$ cat src/rtl/arbitro_vc_d.sv
// arbitro_vc_d: weighted round-robin scheduler that pops at most one word per
// cycle from VC0/VC1 and pushes it one cycle later into D0 or D1 according to
// the word header, honouring destination almost-full backpressure.
module arbitro_vc_d #(
  parameter int BW      = 6,
  parameter int WEIGHT0 = 3,
  parameter int CNTW    = 8
) (
  input  logic            clk,
  input  logic            reset,
  input  logic            enable,
  input  logic            VC0_empty,
  input  logic            VC1_empty,
  input  logic [BW-1:0]   VC0_data_out,
  input  logic [BW-1:0]   VC1_data_out,
  input  logic            D0_almost_full,
  input  logic            D1_almost_full,
  output logic            VC0_rd,
  output logic            VC1_rd,
  output logic            D0_wr,
  output logic            D1_wr,
  output logic [BW-1:0]   D0_data_in,
  output logic [BW-1:0]   D1_data_in,
  output logic [1:0]      grant,
  output logic [1:0]      arb_state,
  output logic [CNTW-1:0] D0_count,
  output logic [CNTW-1:0] D1_count
);

  typedef enum logic [1:0] {
    IDLE  = 2'b00,
    ARB   = 2'b01,
    STALL = 2'b10
  } state_t;

  localparam logic [3:0] WEIGHT0_C = 4'(WEIGHT0);

  // VC0 grant credit saturates at the weight so VC1 wins the next contested slot.
  function automatic logic [3:0] credit_sat_inc(input logic [3:0] c);
    return (c >= WEIGHT0_C) ? WEIGHT0_C : c + 4'd1;
  endfunction

  // Word counters wrap naturally modulo 2^CNTW.
  function automatic logic [CNTW-1:0] count_wrap_inc(input logic [CNTW-1:0] c);
    return c + CNTW'(1);
  endfunction

  // Header bit BW-2 selects the destination: 0 -> D0, 1 -> D1.
  function automatic logic dest_is_d1(input logic [BW-1:0] w);
    return w[BW-2];
  endfunction

  state_t        state_p1;
  logic [3:0]    credit0;

  logic          blocked0_p0;
  logic          blocked1_p0;
  logic          elig0_p0;
  logic          elig1_p0;
  logic          gnt0_p0;
  logic          gnt1_p0;
  logic          vld_p0;
  logic [BW-1:0] word_p0;
  logic          dest_p0;
  logic          any_elig_p0;
  logic          any_pending_p0;

  // ---- stage p0: eligibility, grant selection and pop (combinational) ----
  // Reset gates eligibility so no pop can happen while the block is held in reset.
  always_comb begin
    blocked0_p0    = dest_is_d1(VC0_data_out) ? D1_almost_full : D0_almost_full;
    blocked1_p0    = dest_is_d1(VC1_data_out) ? D1_almost_full : D0_almost_full;
    elig0_p0       = ~reset & enable & ~VC0_empty & ~blocked0_p0;
    elig1_p0       = ~reset & enable & ~VC1_empty & ~blocked1_p0;
    gnt0_p0        = elig0_p0 & (~elig1_p0 | (credit0 < WEIGHT0_C));
    gnt1_p0        = elig1_p0 & ~gnt0_p0;
    vld_p0         = gnt0_p0 | gnt1_p0;
    word_p0        = gnt0_p0 ? VC0_data_out : VC1_data_out;
    dest_p0        = dest_is_d1(word_p0);
    any_elig_p0    = elig0_p0 | elig1_p0;
    any_pending_p0 = enable & (~VC0_empty | ~VC1_empty);
  end

  assign VC0_rd    = gnt0_p0;
  assign VC1_rd    = gnt1_p0;
  assign arb_state = state_p1;

  // ---- stage p1: registered push strobes, grant record and credit ----
  // A reset here discards any write that was granted in the previous cycle.
  always_ff @(posedge clk) begin
    if (reset) begin
      D0_wr   <= 1'b0;
      D1_wr   <= 1'b0;
      grant   <= 2'b00;
      credit0 <= 4'd0;
    end else begin
      D0_wr <= vld_p0 & ~dest_p0;
      D1_wr <= vld_p0 & dest_p0;
      grant <= {gnt1_p0, gnt0_p0};
      if (gnt1_p0) begin
        credit0 <= 4'd0;
      end else if (gnt0_p0) begin
        credit0 <= credit_sat_inc(credit0);
      end
    end
  end

  // Destination data registers load only on a write to that destination, otherwise hold.
  always_ff @(posedge clk) begin
    if (reset) begin
      D0_data_in <= '0;
      D1_data_in <= '0;
    end else if (vld_p0) begin
      if (dest_p0) begin
        D1_data_in <= word_p0;
      end else begin
        D0_data_in <= word_p0;
      end
    end
  end

  // Count each push as it is accepted by the destination FIFO.
  always_ff @(posedge clk) begin
    if (reset) begin
      D0_count <= '0;
      D1_count <= '0;
    end else begin
      if (D0_wr) D0_count <= count_wrap_inc(D0_count);
      if (D1_wr) D1_count <= count_wrap_inc(D1_count);
    end
  end

  // Status FSM; it reports activity and never influences the grant.
  always_ff @(posedge clk) begin
    if (reset) begin
      state_p1 <= IDLE;
    end else begin
      case (state_p1)
        IDLE: begin
          if (any_elig_p0)         state_p1 <= ARB;
          else if (any_pending_p0) state_p1 <= STALL;
        end
        ARB: begin
          if (any_elig_p0)         state_p1 <= ARB;
          else if (any_pending_p0) state_p1 <= STALL;
          else                     state_p1 <= IDLE;
        end
        STALL: begin
          if (any_elig_p0)          state_p1 <= ARB;
          else if (!any_pending_p0) state_p1 <= IDLE;
        end
        default: state_p1 <= IDLE;
      endcase
    end
  end

endmodule

$ cat config.mk
export PLATFORM = sky130hd
export DESIGN_NAME = arbitro_vc_d
export DESIGN_NICKNAME = d
export VERILOG_FILES = /design/src/rtl/arbitro_vc_d.sv
export SDC_FILE = /design/constraint.sdc
export NUM_CORES = 1
export LEC_CHECK = 0
export CELL_PAD_IN_SITES_DETAIL_PLACEMENT = 1
export CELL_PAD_IN_SITES_GLOBAL_PLACEMENT = 2
export CORE_MARGIN = 5
export CORE_UTILIZATION = 28
export CTS_CLUSTER_DIAMETER = 80
export DETAILED_ROUTE_END_ITERATION = 12
export MAX_ROUTING_LAYER = met4
export PLACE_DENSITY_LB_ADDON = 0.1
export REMOVE_ABC_BUFFERS = 1
export SLEW_MARGIN = 20
export SYNTH_ARGS = -nofsm -noshare
export SYNTH_HDL_FRONTEND = slang
export SYNTH_SLANG_ARGS = --single-unit
$ cat constraint.sdc
create_clock -name clk -period 6.56 [get_ports clk]
set_input_delay 1.64 -clock clk [delete_from_list [all_inputs] [get_ports clk]]
set_output_delay 1.64 -clock clk [all_outputs]
set_load 0.01 [all_outputs]
==> flow_summary.yaml <==
outcome:
  run_status: "finished, final reports clean"
clock_tree:
  clockRootBuffer: "clkbuf_8"
  clkTransAtPathRegs_ps: 80
  ctsLongestPathBuffers: 2
  cts-htree-levels: 2
  worst_skew_pair.late_latency_ps: 280
  cts-buffers-inserted: 5
  post_cts_buffers: 0
  cts_hold_fix_bufs: 0
  cts-resized-gates: 0
  clock_tree_from_tritoncts: "built"
  clkSinkCount: 37
detailed_routing:
  detail_route.first_pass.iterations: 4
  final_antenna_net_count: 0
  routedWlPerCell_um: 16.69
  dr_total_vias: 1521
  post_drt_via_cell_ratio: 5.173
  drt_iter0_drc: 24
  route.final.wire_length_um: 4907
  remaining_drc_errors: 0
final_layout:
  layout.core_utilization: 0.4067
  layout-drive-gt1-share: 0.05405
  design_area_sq_mm: 0.002267
  number_of_nets_in_the_final_layout: 243
  layout.cells.non_filler: 294
  area_overhead_vs_synth_pct: 40.14
  antenna-diode-count: 0
place:
  setup_ws_pre_cts_ps: 1197
  dp_hpwl_um: 3574
  portBuffers: 53
  placed_cells: 286
  dpl_cell_area_sq_mm: 0.002185
  gp_congestion: 0.7904
setup_path:
  timing.critical_path.from: "enable"
  cp-start-kind: "input pin"
  endpoint: "VC0_rd"
  path_max_fanout: 9
  critical_path_required_ps: 4920
  timing.rr.start: "credit0[0]$_SDFFE_PP0N_"
  r2r_end: "D0_data_in[3]$_SDFFE_PP0P_"
  worstSetupEndpointType: "primary output"
  path_depth_of_the_worst_reg2reg_path: 5
  critical_path_arrival_ps: 3750
  r2r_setup_slack_ps: 4330
  timing.setup.critical_path_class: "input pin to primary output"
floorplan:
  die_height_um: 86.01
  floorplan.die.width_um: 86.01
  boundaryPins: 55
  design.core.area_sq_mm: 0.005574
  start_util: 0.2902
  row_count: 27
  dieArea_sq_mm: 0.007398
timing:
  finalHoldViolations: 0
  timing.final.crit_period_ps: 5386
  setup_violations: 0
  setup-tns-final_ps: 0
  worst_slack_setup_final_ps: 1174
  timing_worst_slew_pin_value_ps: 907.0
  timing.final.crit_share: 0.8210
  clock_skew_ps: 4.399
  setup_repair_after_global_routing_missed_its_margin: "no"
  fmax_ghz: 0.1857
  maxSlewHeadroom: 0.3907
  timing.final.max_slew_violations: 0
global_route:
  grt_antenna_before_repair: 0
  grt_overflow_total: 0
  grt_pass1_vias: 1603
  grt_start_max_net_pins: 31
  groute.usage.overall: 0.1412
  wire_length_of_the_first_global_routing_pass_um: 8059
power:
  power.static_leakage_uw: 0.0008051
  vdd_drop_max_v: 0.00007387
  power_density_over_the_cells_mw_per_mm2: 195.0
yosys:
  syn_area_sq_mm: 0.001618
  synth_seq_area_share: 0.4578
  synthCells: 172
  avgSynthCellArea_sq_um: 9.406
  synth-warning-count: 0
  post_synth_num_cell_types: 32
  ys_seq_elements: 37
worst_hold_path:
  min-delay-start: "D1_data_in[4]$_SDFFE_PP0P_"
  min_path_type: "flop to flop"
job:
  maxCapViolCount: 0
through the flow:
stage,hold WS (ps),total power [uW]
5_1_grt,487.5,459.9
6_report,460.9,442.0
3_3_place_gp,439.9,287.6
2_1_floorplan,435.0,256.9
3_5_place_dp,445.9,288.6
4_1_cts,469.0,445.8
cells in the final DEF, fill, tap and decap left out, types with 8 or more instances in the layout:
| master | netlist | routed |
|---|---|---|
| dfxtp_1 | 37 | 37 |
| a221oi_1 | 10 | 10 |
| nand3_1 | 8 | 8 |
| o21ai_0 | 9 | 9 |
| nor2_1 | 16 | 16 |
| nand2_1 | 12 | 12 |
| clkdlybuf4s50_1 | 0 | 53 |
| a311oi_1 | 10 | 10 |
| xor2_1 | 8 | 8 |
power by group:
group          switching (uW)  internal (uW)  total (uW)
clock network            84.9           73.8         159
registers                4.14            230         234
logic                    22.1           27.3        49.4
total                     111            331         442
logic make-up (layout without fill, tap and decap cells):
group | Yosys count | count (layout) | share of synthesized area
AOI/OAI and AO/OA | 40 | 40 | 0.1910
xor gates and xnor gates | 10 | 10 | 0.05414
adders and majority gates | 3 | 3 | 0.02320
buffers and inverters | 14 | 64 | 0.04485
DFF | 37 | 37 | 0.4578
muxes | 4 | 4 | 0.02475
other | 1 | 1 | 0.002318
and+or+nand+nor | 63 | 63 | 0.2019
registers in the layout, indices dropped and copies added (netlist names):
name / flops
arb_state: 2
D0_data_in: 5
D1_wr: 1
D1_data_in: 6
D1_count: 8
D0_count: 8
D0_wr: 1
credit0: 4
grant: 2
metal layers:
layer  up-vias  share of wire  GRT usage
met5         -              0          -
met4         0          0.011    0.04317
met3         6          0.044    0.03554
met2        41           0.50     0.2404
met1       740           0.44     0.1623
li1        734              -          -
cell usage after synthesis:
library cell	instances	area (sq um)
a2111oi_0	1	8.760
a21o_1	1	7.510
a21oi_1	6	30.03
a221oi_1	10	87.58
a22o_4	2	35.03
a311oi_1	10	87.58
and2_1	2	12.51
and3_1	4	25.02
buf_1	1	3.750
buf_2	1	5.000
buf_4	1	7.510
buf_6	2	22.52
clkbuf_1	8	30.03
conb_1	1	3.750
dfxtp_1	37	740.7
ha_1	3	37.54
inv_1	1	3.750
mux2i_1	4	40.04
nand2_1	12	45.04
nand2b_1	1	6.260
nand3_1	8	40.04
nand4_1	6	37.54
nor2_1	16	60.06
nor3_1	2	10.01
nor3b_1	6	45.04
o211ai_1	1	7.510
o21ai_0	9	45.04
or3_1	4	25.02
or3b_1	1	8.760
or3b_4	1	11.26
xnor2_1	2	17.52
xor2_1	8	70.07
final cells by class:
class	count	area [sq um]
Inverter	1	3.754
Tap cell	72	90.09
Timing Repair Buffer	55	545.5
Multi-Input combinational cell	121	804.5
Clock buffer	6	72.57
Sequential cell	37	740.7
Clock inverter	2	10.01
Fill cell	648	3307
critical path, cell delays in order:
cell	delay, ps
clkdlybuf4s50_1	520
nor3b_1	460
nand2_1	300
nor2_1	250
clkdlybuf4s50_1	580
worst min path at each step:
stage                                 end  slack, ps  depth (start not counted)
6_report       D1_data_in[4]$_SDFFE_PP0P_        460                          1
2_1_floorplan     credit0[0]$_SDFFE_PP0N_        430                          1
3_3_place_gp   D1_data_in[4]$_SDFFE_PP0P_        440                          1
4_1_cts        D1_data_in[4]$_SDFFE_PP0P_        470                          1
5_1_grt        D1_data_in[4]$_SDFFE_PP0P_        490                          1
3_5_place_dp   D1_data_in[4]$_SDFFE_PP0P_        450                          1
Power figures use the tool's default switching activity.
